$ cat config.mk
export PLATFORM = sky130hd
export DESIGN_NAME = opicorv32_rf_ctrl
export DESIGN_NICKNAME = d
export VERILOG_FILES = /design/src/rtl/opicorv32_rf_pkg.sv /design/src/rtl/opicorv32_rf_init_seq.sv /design/src/rtl/opicorv32_rf_ctrl.sv
export SDC_FILE = /design/constraint.sdc
export NUM_CORES = 1
export LEC_CHECK = 0
export BUFFER_PORTS_ARGS = -buffer_cell sky130_fd_sc_hd__buf_2
export CORE_AREA = 2 2 83 85
export CTS_CLUSTER_SIZE = 10
export DETAILED_ROUTE_END_ITERATION = 12
export DIE_AREA = 0 0 85 87
export PLACE_DENSITY = 0.67
export SLEW_MARGIN = 0
export SYNTH_ARGS = -nofsm -noshare
export SYNTH_HDL_FRONTEND = slang
export SYNTH_SLANG_ARGS = --single-unit
$ cat constraint.sdc
create_clock -name clk -period 2.14 [get_ports clk]
set_clock_uncertainty 0.2 [all_clocks]
set_input_delay 0.321 -clock clk [delete_from_list [all_inputs] [get_ports clk]]
set_output_delay 0.321 -clock clk [all_outputs]
set_load 0.1 [all_outputs]
$ cat src/rtl/opicorv32_rf_pkg.sv
`default_nettype none
// ---------------------------------------------------------------------------
// opicorv32_rf_pkg: register-file widths and controller FSM encoding. Rev 1.0
// ---------------------------------------------------------------------------
package opicorv32_rf_pkg;

  localparam int RF_AW = 6;
  localparam int RF_DW = 32;

  typedef enum logic [1:0] {
    INIT    = 2'd0,
    IDLE    = 2'd1,
    RD_WAIT = 2'd2
  } rf_state_e;

endpackage
`default_nettype wire

$ cat src/rtl/opicorv32_rf_init_seq.sv
`default_nettype none
// ---------------------------------------------------------------------------
// opicorv32_rf_init_seq: address counter for the power-up zeroing sweep. Rev 1.0
// ---------------------------------------------------------------------------
module opicorv32_rf_init_seq
  import opicorv32_rf_pkg::*;
#(
  parameter int DEPTH = 64
) (
  input  logic             clk,
  input  logic             reset,
  input  logic             en,
  output logic [RF_AW-1:0] addr,
  output logic             last
);

  localparam logic [RF_AW-1:0] LAST_ADDR = RF_AW'(DEPTH - 1);

  logic [RF_AW-1:0] cnt;

  always_ff @(posedge clk) begin
    if (reset) begin
      cnt <= '0;
    end else if (en) begin
      cnt <= (cnt == LAST_ADDR) ? '0 : cnt + RF_AW'(1);
    end
  end

  assign addr = cnt;
  assign last = (cnt == LAST_ADDR);

endmodule
`default_nettype wire

$ cat src/rtl/opicorv32_rf_ctrl.sv
`default_nettype none
// ---------------------------------------------------------------------------
// opicorv32_rf_ctrl: shares the core register file with a debug port, with
// starvation-driven core stall. RF_CTRL_INIT_EN adds the zeroing sweep. Rev 1.0
// ---------------------------------------------------------------------------
module opicorv32_rf_ctrl
  import opicorv32_rf_pkg::*;
#(
  parameter int STARVE_LIMIT = 8,
  parameter int DEPTH        = 64
) (
  input  logic             clk,
  input  logic             reset,
  input  logic             core_wr,
  input  logic [RF_AW-1:0] core_wa,
  input  logic [RF_DW-1:0] core_d,
  input  logic [RF_AW-1:0] core_ra1,
  input  logic [RF_AW-1:0] core_ra2,
  input  logic             core_rd2_en,
  output logic             core_stall,
  output logic             init_busy,
  input  logic             dbg_req_valid,
  output logic             dbg_req_ready,
  input  logic             dbg_req_we,
  input  logic [RF_AW-1:0] dbg_req_addr,
  input  logic [RF_DW-1:0] dbg_req_wdata,
  output logic             dbg_rsp_valid,
  output logic [RF_DW-1:0] dbg_rsp_rdata,
  output logic             rf_wr,
  output logic [RF_AW-1:0] rf_wa,
  output logic [RF_DW-1:0] rf_d,
  output logic [RF_AW-1:0] rf_ra1,
  output logic [RF_AW-1:0] rf_ra2,
  input  logic [RF_DW-1:0] rf_q2
);

  localparam int            SW    = $clog2(STARVE_LIMIT + 1);
  localparam logic [SW-1:0] LIMIT = SW'(STARVE_LIMIT);
  // Debug addresses alias into the implemented entries rather than past them.
  localparam logic [RF_AW-1:0] ADDR_MASK = RF_AW'(DEPTH - 1);

`ifdef RF_CTRL_INIT_EN
  localparam rf_state_e RESET_STATE = INIT;
`else
  localparam rf_state_e RESET_STATE = IDLE;
`endif

  rf_state_e        state, state_nxt;
  logic [SW-1:0]    starve, starve_nxt;
  logic             stall_q;
  logic             wr_rsp_q;
  logic             ready_w;
  logic             dbg_wr_acc;
  logic             dbg_rd_acc;
  logic             core_wr_eff;
  logic [RF_AW-1:0] dbg_addr_m;

`ifdef RF_CTRL_INIT_EN
  logic [RF_AW-1:0] init_addr;
  logic             init_last;

  opicorv32_rf_init_seq #(
    .DEPTH (DEPTH)
  ) u_init_seq (
    .clk   (clk),
    .reset (reset),
    .en    (state == INIT),
    .addr  (init_addr),
    .last  (init_last)
  );

  assign init_busy = (state == INIT);
`else
  assign init_busy = 1'b0;
`endif

  assign core_stall  = stall_q | init_busy;
  assign dbg_addr_m  = dbg_req_addr & ADDR_MASK;
  // While stalled, debug owns both ports regardless of core strobes.
  assign ready_w     = (state == IDLE) &&
                       (stall_q || (dbg_req_we ? !core_wr : !core_rd2_en));
  assign dbg_wr_acc  = dbg_req_valid & ready_w & dbg_req_we & ~reset;
  assign dbg_rd_acc  = dbg_req_valid & ready_w & ~dbg_req_we & ~reset;
  assign core_wr_eff = core_wr & ~core_stall;
  assign rf_ra1      = core_ra1;

  always_ff @(posedge clk) begin
    if (reset) begin
      state <= RESET_STATE;
    end else begin
      state <= state_nxt;
    end
  end

  always_comb begin
    state_nxt = state;
    case (state)
      INIT: begin
`ifdef RF_CTRL_INIT_EN
        if (init_last) state_nxt = IDLE;
`else
        state_nxt = IDLE;
`endif
      end
      IDLE:    if (dbg_rd_acc) state_nxt = RD_WAIT;
      RD_WAIT: state_nxt = IDLE;
      default: state_nxt = RESET_STATE;
    endcase
  end

  always_comb begin
    rf_wr         = 1'b0;
    rf_wa         = core_wa;
    rf_d          = core_d;
    rf_ra2        = core_ra2;
    dbg_rsp_valid = 1'b0;
    dbg_rsp_rdata = '0;
    if (state == INIT) begin
`ifdef RF_CTRL_INIT_EN
      rf_wr = 1'b1;
      rf_wa = init_addr;
      rf_d  = '0;
`endif
    end else begin
      if (dbg_wr_acc) begin
        rf_wr = 1'b1;
        rf_wa = dbg_addr_m;
        rf_d  = dbg_req_wdata;
      end else begin
        rf_wr = core_wr_eff;
      end
      if (dbg_rd_acc) rf_ra2 = dbg_addr_m;
    end
    if (state == RD_WAIT) begin
      dbg_rsp_valid = 1'b1;
      dbg_rsp_rdata = rf_q2;
    end else if (wr_rsp_q) begin
      dbg_rsp_valid = 1'b1;
    end
    if (reset) begin
      rf_wr         = 1'b0;
      dbg_rsp_valid = 1'b0;
      dbg_rsp_rdata = '0;
    end
  end

  assign dbg_req_ready = ready_w & ~reset;

  always_comb begin
    starve_nxt = starve;
    if (!dbg_req_valid || ready_w) begin
      starve_nxt = '0;
    end else if (state == IDLE && starve != LIMIT) begin
      starve_nxt = starve + SW'(1);
    end
  end

  always_ff @(posedge clk) begin
    if (reset) begin
      starve   <= '0;
      stall_q  <= 1'b0;
      wr_rsp_q <= 1'b0;
    end else begin
      starve   <= starve_nxt;
      stall_q  <= (starve_nxt == LIMIT);
      wr_rsp_q <= dbg_wr_acc;
    end
  end

endmodule
`default_nettype wire

-- After elaboration in Yosys (flattened, before gate mapping)
Index checks and enable logic that the tools add are counted.
- input bits: 126
- word-level logic and storage cells: 46
- flip-flop bits (word level): 8
- reductions and logical operators: 9
- bitwise gates (word level): 11
- multiplexer cells: 17
- add/sub/neg operators: 1
- eq/ne operators: 4
- operator list (kind ; number):
    two-way mux 32 bit ; 4
    two-way mux 6 bit ; 4
    two-way mux 4 bit ; 2
    bitwise AND 1 bit ; 7
    two-way mux 1 bit ; 7
    adder 4 x 1 -> 4 bit, second input constant ; 1
    == test 4 bit, second input constant ; 1
    inequality test 4 bit, second input constant ; 1
    NOT 1 bit ; 4
    zero test 1 bit ; 3
    == test 2 x 1 -> 1 bit, second input constant ; 1
    == test 2 bit, second input constant ; 1
    logical AND 1 bit ; 2
    zero test 2 bit ; 1
    logical OR 1 bit ; 2
    OR reduction 2 bit ; 1

-- Logic depth before layout (Yosys ltp)
Gate-level depths: netlist of the first run.
- word-level depth: 10
- mapped depth: 5
- gate-level depth less buffers: 5

-- Worst setup path after synthesis of the first run
Ideal clock, no wire load.
- path type: register -> output
- start point: register stall_q, in the netlist core_stall
- end point: output port rf_wr
- buffers on the path: 1
- stages on the path, launching flop included: 5
- data required time: 1.619 ns
- arrival: 3.107 ns
- path slack: -1.488 ns
- cells stage by stage: dfxtp_1 -> o21bai_4 -> nand4bb_4 -> buf_6 -> a21oi_1
- cells in the longest elaborated chain, start to end: 8
- ends and longest elaborated chain (what ; line ; RTL):
    start, declared ; opicorv32_rf_ctrl.sv:50 ; logic stall_q;
    start signal, assigned ; opicorv32_rf_ctrl.sv:165 ; stall_q <= (starve_nxt == LIMIT);
    logical OR 1 bit ; opicorv32_rf_ctrl.sv:81 ; (stall_q || (dbg_req_we ? !core_wr : !core_rd2_en));
    logical AND 1 bit ; opicorv32_rf_ctrl.sv:80 ; assign ready_w = (state == IDLE) &&
    bitwise AND 1 bit (3 in a row) ; opicorv32_rf_ctrl.sv:82 ; assign dbg_wr_acc = dbg_req_valid & ready_w & dbg_req_we & ~reset;
    two-way mux 1 bit (*) ; opicorv32_rf_ctrl.sv:125 ; if (dbg_wr_acc) begin
    two-way mux 1 bit (*) ; opicorv32_rf_ctrl.sv:118 ; if (state == INIT) begin
    two-way mux 1 bit (*) ; opicorv32_rf_ctrl.sv:140 ; if (reset) begin
    end, declared ; opicorv32_rf_ctrl.sv:29 ; output logic rf_wr,
Every way passes the cells marked *; elsewhere a longest branch is shown, timed or not.

-- Worst setup path after layout of the first run
- start point: register state[1]
- end point: output port rf_d[23]
- cells in the longest elaborated chain, start to end: 7
- ends and longest elaborated chain (what ; line ; RTL):
    start, declared ; opicorv32_rf_ctrl.sv:48 ; rf_state_e state, state_nxt;
    start signal, assigned ; opicorv32_rf_ctrl.sv:91 ; state <= state_nxt;
    == test 2 x 1 -> 1 bit ; opicorv32_rf_ctrl.sv:80 ;
    logical AND 1 bit ; opicorv32_rf_ctrl.sv:80 ;
    bitwise AND 1 bit (3 in a row) ; opicorv32_rf_ctrl.sv:82 ;
    two-way mux 32 bit ; opicorv32_rf_ctrl.sv:125 ;
    two-way mux 32 bit (*) ; opicorv32_rf_ctrl.sv:118 ;
    end, declared ; opicorv32_rf_ctrl.sv:31 ; output logic [RF_DW-1:0] rf_d,
Marked as above.

==> results of run 1 <==
[cells in the mapped netlist (2+ instances only)]
cell	instances	area share
inv_1	7	0.021
nand3_1	2	0.0080
and2_1	32	0.16
xnor2_1	2	0.014
clkbuf_1	3	0.0090
nor3_1	2	0.0080
buf_4	7	0.042
buf_6	4	0.036
a21oi_1	2	0.0080
nor2_1	4	0.012
mux2i_1	3	0.024
dfxtp_1	8	0.13
mux2_2	44	0.39
a21o_1	2	0.012
ha_1	2	0.020
[cell families (layout without fill, tap and decap cells)]
kind of cell,Yosys count,in the layout
AND/OR/NAND/NOR,45,45
buffers and inverters,21,234
flip-flops,8,8
other,1,1
adder cells (fa/ha/maj),2,2
AO/OA/AOI/OAI,8,8
XOR/XNOR,3,3
multiplexers,47,47
[metrics by stage]
| stage | hold WS, ps | utilization | area (um^2) |
|---|---|---|---|
| 6_report | 179 | 0.610 | 4010 |
| 5_1_grt | 186 | 0.610 | 4010 |
| 3_3_place_gp | 328 | 0.561 | 3690 |
| 3_5_place_dp | 337 | 0.561 | 3690 |
| 4_1_cts | 174 | 0.585 | 3840 |
| 2_1_floorplan | 219 | - | 1460 |
[what timing repair did]
item	CTS	global route
gates cloned	0	6
resized for setup	20	7
setup buffers	5	2
endpoints found under the setup margin	45	55
pin swaps	0	2
[report_power, final]
group	switching, mW	leakage (nW)	internal [mW]
clock network	0.0623	0.0228	0.129
logic	0.612	2.00	0.434
registers	0.00324	0.0657	0.152
total	0.678	2.09	0.716
[layout make-up]
cell class                 instances  share of cell area
clock buffer                       4              0.0112
multi-input combinational        106               0.295
inverter                           7             0.00656
sequential                         8              0.0415
tap                               80              0.0250
timing repair buffer             223               0.621
[layer usage]
| layer | global-route usage | up-vias | wire length [um] |
|---|---|---|---|
| met2 | 0.317 | 89 | 3950 |
| met4 | 0.0173 | 0 | 36 |
| met1 | 0.179 | 841 | 2490 |
| li1 | - | 882 | - |
| met3 | 0.0303 | 4 | 491 |
| met5 | 0 | - | 0 |
[worst min-delay path by stage]
stage / start / to / slack (ps) / depth (start not counted)
2_1_floorplan: dbg_req_valid / core_stall$_SDFF_PP0_ / 220 / 1
3_3_place_gp: starve[3]$_SDFF_PP0_ / starve[3]$_SDFF_PP0_ / 330 / 2
3_5_place_dp: starve[3]$_SDFF_PP0_ / starve[3]$_SDFF_PP0_ / 340 / 2
4_1_cts: dbg_req_valid / core_stall$_SDFF_PP0_ / 170 / 2
5_1_grt: dbg_req_valid / core_stall$_SDFF_PP0_ / 190 / 2
6_report: dbg_req_valid / core_stall$_SDFF_PP0_ / 180 / 2
[sequential cells by signal, indices dropped and copies added (netlist names)]
register and count:
starve 4, state 2, core_stall 1, wr_rsp_q 1
[critical path: stages, from the launching register on]
cell and delay (ps):
dfxtp_2 320, nand2b_4 140, o21bai_4 190, nand4bb_4 210
buf_12 170, clkbuf_16 160, mux2_4 320, buf_12 170
==> metrics.cfg, run 1 <==
[synth]
syn-cell-area_um2 = 1260
synth-seq-area-share = 0.127
synth-xor-area-share = 0.0209
synth_ff_type = dfxtp_1
synth.avg_cell_area_um2 = 9.31
synth_compound_area_frac = 0.0528
synth_top_family_by_area = multiplexers
synth_nets = 263
syn-instance-count = 135
yosys_warnings = 0
synth_edf_count = 0
synth_fa_ha_area_frac = 0.0199
async_flop_share = 0
yosys.area_share.simple = 0.250
synth_cell_types = 26
muxShareOfSynthArea = 0.418
synth-seq-cells = 8

[timing]
clock.fmax_mhz = 412
finalMaxSlewViolations = 0
setup_viol = 45
min_period_ps = 2430
fin_crit_sh = 1.13
rsz0062_at_grt = true
finalWorstSetupSlack_ps = -287
setup-tns-final_ps = -11650
hold_viol_final = 0

[grt]
grt.total_usage = 0.159
grt_first_pass_wirelength_um = 9460
antenna_found_initial = 0
grt_max_degree = 41
grt_pass1_vias = 1784
grt_overflow_total = 0

[pwr]
power_density_nw_per_um2 = 348
p_leak_nw = 2.09
ir_drop_uv = 322
p_total_mw = 1.39

[clocking]
cts_tree = built
numClockSinks = 8
h-tree-depth = 1
cts_hold_buf = 0
clk_pin_slew_ps = 40
cts_inserted_buffers = 3
worstSkewPairLatency_ps = 230
cts_buffer_depth = 2
root_buffer = clkbuf_8

[final_layout]
multi_input_area_um2 = 1180
final_nets = 477
seq_area_um2 = 166
layout_commonest_cell = buf_2
most-common-layout-cells = buf_2 (120), buf_12 (81), mux2_4 (44)
n_fill_cell = 497
diodes = 0
instances_no_fill = 428
syn2layout_area_growth_pct = 219
drive_gt1_frac = 0.888

[placement]
portBuffers = 199
hpwl_um = 5520
placed_cells = 411
place_congestion = 0.849
dpl_worst_slack_ps = -230

[min_path]
worstHoldPathType = input pin to flop

[route]
drt_iter0_drc = 34
first_pass_iters = 4
ant_nets = 0
drt-vias-per-instance = 4.24
avgRoutedWirePerCell_um = 16.3
num_vias = 1816
totalWireLength_um = 6960
drc = 0

[setup_path]
cp-endpoint = rf_d[23]
critPathMaxFanout = 7
path_class = flop to output port
crit_required_ps = 1620
reg2reg_from = state[1]$_SDFFE_PP0N_
endpoint_kind = output port
reg2reg_slack_ps = 380
critPathLaunchType = flop
rr_worst_depth = 8
arrival_ps = 1910
reg2reg_to = core_stall$_SDFF_PP0_
startpoint = state[1]$_SDFFE_PP0N_

[floorplan]
row_count = 30
initial_core_util = 0.191
die_x_um = 85
die_y_um = 87
io_pins = 213
core-area_um2 = 6570
dieArea_um2 = 7400

[run_status]
status = finished, violations left
violations = setup timing

[job]
maxCapViolCount = 0

Power figures use the tool's default switching activity.
==> run 2, diff against run 1 <==
--- a/config.mk
+++ b/config.mk
@@ -5,12 +5,13 @@
 export SDC_FILE = /design/constraint.sdc
 export NUM_CORES = 1
 export LEC_CHECK = 0
+export ABC_AREA = 1
 export BUFFER_PORTS_ARGS = -buffer_cell sky130_fd_sc_hd__buf_2
-export CORE_AREA = 2 2 83 85
+export CORE_AREA = 2 2 81 83
 export CTS_CLUSTER_SIZE = 10
 export DETAILED_ROUTE_END_ITERATION = 12
-export DIE_AREA = 0 0 85 87
-export PLACE_DENSITY = 0.67
+export DIE_AREA = 0 0 83 85
+export PLACE_DENSITY = 0.71
 export SLEW_MARGIN = 0
 export SYNTH_ARGS = -nofsm -noshare
 export SYNTH_HDL_FRONTEND = slang
==> metrics.cfg, run 2 <==
[grt]
grt_overflow_total = 0
grt_first_pass_wirelength_um = 13300
grt_pass1_vias = 2668
antenna_found_initial = 1
grt_max_degree = 34
grt.total_usage = 0.239

[floorplan]
row_count = 29
dieArea_um2 = 7060
die_x_um = 83
die_y_um = 85
initial_core_util = 0.211
core-area_um2 = 6200
io_pins = 213

[synth]
synth-seq-area-share = 0.122
synth-seq-cells = 8
synth_nets = 402
syn-instance-count = 274
synth_edf_count = 0
synth_top_area_frac = 0.358
synth.area.top_cells = nand2_1 (36%), inv_1 (15%), dfxtp_1 (12%)
synth_ff_type = dfxtp_1
synth.avg_cell_area_um2 = 4.78
yosysMostFrequentCell = nand2_1
synth_common_cells = nand2_1 (125), inv_1 (52), nor2_1 (35)
synth_largest_area_cell = nand2_1
yosys_warnings = 0
synth_cell_types = 21
syn-cell-area_um2 = 1310
async_flop_share = 0

[clocking]
cts_hold_buf = 0
clk_pin_slew_ps = 50
h-tree-depth = 1
cts_inserted_buffers = 3
cts_buffer_depth = 2
numClockSinks = 8
cts_tree = built
worstSkewPairLatency_ps = 230
root_buffer = clkbuf_8

[route]
maxUsedRoutingLayer = met4
totalWireLength_um = 9460
met1_length_um = 3030
ant_nets = 0
num_vias = 2609
met3_length_um = 588
drt_iter0_drc = 69
routed-wl-met2_um = 5480
drt-vias-per-instance = 4.62
avgRoutedWirePerCell_um = 16.7
first_pass_iters = 4
drc = 0

[timing]
fin_crit_sh = 1.07
clock.fmax_mhz = 437
hold_viol_final = 0
finalWorstSetupSlack_ps = -148
rsz0062_at_grt = true
setup-tns-final_ps = -4600
min_period_ps = 2290
finalMaxSlewViolations = 0
setup_viol = 45

[final_layout]
finish.utilization = 0.857
drive_gt1_frac = 0.813
most-common-layout-cells = buf_2 (120), buf_12 (86), inv_1 (50)
final_nets = 616
top_register = starve
largest_reg_flops = 4
syn2layout_area_growth_pct = 306
instances_no_fill = 565
top_regs = starve (4), state (2)
layout_commonest_cell = buf_2

[setup_path]
crit_required_ps = 1620
endpoint_kind = output port
path_class = flop to output port
arrival_ps = 1770
critPathMaxFanout = 16
critPathLaunchType = flop

[min_path]
worstHoldPathType = input pin to flop

[job]
maxCapViolCount = 0

[pwr]
p_leak_nw = 2.58
power_density_nw_per_um2 = 310
ir_drop_uv = 252

[run_status]
status = finished, violations left
violations = setup timing

[placement]
placed_cells = 541
place_congestion = 0.808
dpl_worst_slack_ps = -96.8
hpwl_um = 6070
portBuffers = 199

==> run 2: cell types whose count changed after synthesis, moves of 3 or more <==
cell     delta
nand2_1   +125
inv_1      +45
mux2_2     -44
and2_1     -32
nor2_1     +31
o21ai_1    +12
nand3_1     +7
buf_2       +5
mux2i_1     -3
==> run 2: worst paths after layout <==
kind                               from               endpoint  slack (ps)  cells after the start
hold / removal            dbg_req_valid  state[0]$_SDFFE_PP1N_         300                      3
setup / recovery  state[0]$_SDFFE_PP1N_               rf_wa[1]        -150                      9
setup reg to reg  state[0]$_SDFFE_PP1N_  core_stall$_SDFF_PP0_         330                      8
hold reg to reg    starve[1]$_SDFF_PP0_   starve[1]$_SDFF_PP0_         410                      4
==> run 2: cell type report <==
class,count,area (um^2)
Inverter,53,204
Antenna cell,1,2.50
Fill cell,321,886
Sequential cell,8,169
Clock buffer,4,45.0
Multi-Input combinational cell,195,2200
Timing Repair Buffer,227,2600
Tap cell,77,96.3
==> run 2: layer usage <==
layer | up-vias | GRT usage
met5 | - | 0
met4 | 0 | 0.0581
met3 | 24 | 0.0428
met2 | 147 | 0.514
met1 | 1215 | 0.230
li1 | 1223 | -
==> run 2: logic make-up after synthesis <==
| kind of cell | after synthesis | share of synthesized area |
|---|---|---|
| buffers and inverters | 71 | 0.245 |
| AND/OR/NAND/NOR | 176 | 0.545 |
| flip-flops | 8 | 0.122 |
| other | 1 | 0.00286 |
| AO/OA/AOI/OAI | 16 | 0.0650 |
| adder cells (fa/ha/maj) | 2 | 0.0191 |
==> run 2: power by group <==
| group | total [mW] | switching, mW | leakage, nW | internal [mW] |
|---|---|---|---|---|
| combinational | 1.30 | 0.812 | 2.49 | 0.492 |
| sequential | 0.154 | 0.00314 | 0.0660 | 0.151 |
| clock | 0.192 | 0.0625 | 0.0228 | 0.129 |
| total | 1.65 | 0.878 | 2.58 | 0.772 |
==> run 2: stage by stage <==
| stage | area (um^2) | total power, mW | hold slack [ps] |
|---|---|---|---|
| 2_1_floorplan | 2170 | 0.940 | 334 |
| 3_3_place_gp | 4410 | 1.29 | 386 |
| 3_5_place_dp | 4410 | 1.31 | 406 |
| 4_1_cts | 5120 | 1.60 | 293 |
| 5_1_grt | 5320 | 1.70 | 298 |
| 6_report | 5320 | 1.65 | 298 |
==> run 2: worst max-delay path: stages (launching register included) <==
cell	delay, ps
dfxtp_2	330
inv_2	50
nor2_4	120
nand2_2	80
nor2_4	150
nand3_4	110
buf_6	160
buf_12	170
o21ai_4	180
buf_12	190
==> run 2: timing repair <==
| item | 4_1_cts | 5_1_grt |
|---|---|---|
| gates cloned | 4 | 1 |
| setup endpoints to repair | 45 | 45 |
| hold endpoints to repair | 0 | 0 |
| setup buffers | 12 | 3 |
| pin swaps | 5 | 10 |
| gates resized for setup | 132 | 26 |
==> run 3, diff against run 2 <==
--- a/config.mk
+++ b/config.mk
@@ -6,13 +6,14 @@
 export NUM_CORES = 1
 export LEC_CHECK = 0
 export ABC_AREA = 1
-export BUFFER_PORTS_ARGS = -buffer_cell sky130_fd_sc_hd__buf_2
-export CORE_AREA = 2 2 81 83
+export CORE_AREA = 2 2 83 85
 export CTS_CLUSTER_SIZE = 10
 export DETAILED_ROUTE_END_ITERATION = 12
-export DIE_AREA = 0 0 83 85
-export PLACE_DENSITY = 0.71
+export DIE_AREA = 0 0 85 87
+export DONT_BUFFER_PORTS = 1
+export PLACE_DENSITY = 0.4
 export SLEW_MARGIN = 0
 export SYNTH_ARGS = -nofsm -noshare
 export SYNTH_HDL_FRONTEND = slang
 export SYNTH_SLANG_ARGS = --single-unit
+export TNS_END_PERCENT = 1
==> metrics.cfg, run 3 (synthesized netlist as in run 2, its figures left out) <==
[run_status]
status = finished, violations left
violations = setup timing

[final_layout]
drive_gt1_frac = 0.543
postLayoutCellArea_um2 = 3390
n_fill_cell = 612
syn2layout_area_growth_pct = 159
seq_area_um2 = 165
final_nets = 481
multi_input_area_um2 = 1190
diodes = 0
instances_no_fill = 432
most-common-layout-cells = nand2_1 (86), buf_12 (79), inv_1 (50)
largest_reg_flops = 4
layout_commonest_cell = nand2_1
top_register = starve
finish.utilization = 0.517
top_regs = starve (4), state (2)

[job]
maxCapViolCount = 0

[timing]
hold_viol_final = 0
finalWorstSetupSlack_ps = -17.8
clock.fmax_mhz = 463
min_period_ps = 2160
setup_viol = 6
fin_crit_sh = 1.01
finalMaxSlewViolations = 0
rsz0062_at_grt = true
fin_hold_ws_ps = 167

[pwr]
p_leak_nw = 1.65
power_density_nw_per_um2 = 383
p_total_mw = 1.30
ir_drop_uv = 205

[floorplan]
die_y_um = 87
die_x_um = 85
initial_core_util = 0.199
core-area_um2 = 6570
io_pins = 213
row_count = 30
dieArea_um2 = 7400

[route]
totalWireLength_um = 6090
num_vias = 1944
avgRoutedWirePerCell_um = 14.1
drt_iter0_drc = 76
first_pass_iters = 4
drt-vias-per-instance = 4.50
ant_nets = 0
drc = 0

[setup_path]
critPathMaxStageDelay_ps = 330
reg2reg_from = starve[0]$_SDFF_PP0_
arrival_ps = 1640
path_class = flop to output port
crit_required_ps = 1620
rr_worst_depth = 9
endpoint_kind = output port
cp_top_family = buffers and inverters
reg2reg_to = core_stall$_SDFF_PP0_
cp.buffers_inverters = 3
crit_path_cell_trace = inv_2, nor2_4, nand2_2, nor2_4, nand3_4, buf_12, o21ai_4, buf_12
critPathMaxFanout = 41
cp_slowest_cell = dfxtp_2
reg2reg_slack_ps = 410
critPathLaunchType = flop

[clocking]
numClockSinks = 8
worstSkewPairLatency_ps = 240
root_buffer = clkbuf_8
h-tree-depth = 1
cts_buffer_depth = 2
cts_hold_buf = 0
cts_tree = built
clk_pin_slew_ps = 50
cts_inserted_buffers = 3

[grt]
antenna_found_initial = 0
grt_overflow_total = 0
grt.total_usage = 0.152
grt_max_degree = 42
grt_pass1_vias = 1821
grt_first_pass_wirelength_um = 9140

[placement]
placed_cells = 423
hpwl_um = 5230
place_congestion = 0.820
placement.cell_area_um2 = 3260
portBuffers = 0

[min_path]
hold_start = reset
min_path_cells = 3
worstHoldPathType = input pin to flop
whs_endpoint = starve[3]$_SDFF_PP0_

-- run 3: changes by cell type in the layout (fill, tap and decap cells not counted), moves of 7 or more --
cell,change
buf_2,-120
nand2_1,+69
nand2_4,-45
nand2_8,-39
nor2_2,+18
nor2_4,-18
nand2_2,+15
buf_12,-7
-- run 3: worst max-delay path by stage --
stage / depth (start not counted) / startpoint / slack [ps] / end
after floorplan: 7 / core_stall$_SDFF_PP0_ / -680 / rf_wa[0]
after global placement: 10 / state[0]$_SDFFE_PP1N_ / 110 / rf_d[13]
after detailed placement: 10 / state[0]$_SDFFE_PP1N_ / 60 / rf_d[27]
after CTS: 8 / state[0]$_SDFFE_PP1N_ / -10 / rf_ra2[0]
after global routing: 8 / state[0]$_SDFFE_PP1N_ / -120 / rf_ra2[0]
final: 8 / state[0]$_SDFFE_PP1N_ / -20 / rf_wa[0]
-- run 3: routing by layer --
layer	routed length (um)	up-vias	global-route usage
met5	0	-	0
met4	87	0	0.0433
met3	663	7	0.0427
met2	3290	144	0.273
met1	2050	851	0.175
li1	-	942	-
-- run 3: per-stage QoR --
| step | setup slack [ps] | TNS, ps |
|---|---|---|
| final | -17.8 | -57.1 |
| after global routing | -117 | -3710 |
| after CTS | -12.5 | -48.1 |
| after detailed placement | 60.1 | 0 |
| after global placement | 112 | 0 |
| after floorplan | -683 | -41510 |
-- run 3: final cells by class --
type	instances	area share
Clock buffer	4	0.0133
Inverter	53	0.0601
Multi-Input combinational cell	196	0.350
Sequential cell	8	0.0487
Tap cell	80	0.0295
Timing Repair Buffer	91	0.499
-- run 3: worst min-delay path: cells and delay by family --
kind	cells	cell delay [ps]
AND/OR/NAND/NOR	1	120
buffers and inverters	2	110
-- run 3: power by group --
group | switching (mW) | internal (mW)
sequential | 0.00354 | 0.151
clock | 0.0684 | 0.130
combinational | 0.636 | 0.309
total | 0.708 | 0.590
-- run 3: timing repair --
| action | 4_1_cts | 5_1_grt |
|---|---|---|
| buffers inserted | 3 | 0 |
| gates resized for setup | 6 | 7 |
| gates cloned | 2 | 0 |
| setup endpoints to repair | 45 | 45 |
| pin swaps | 4 | 2 |
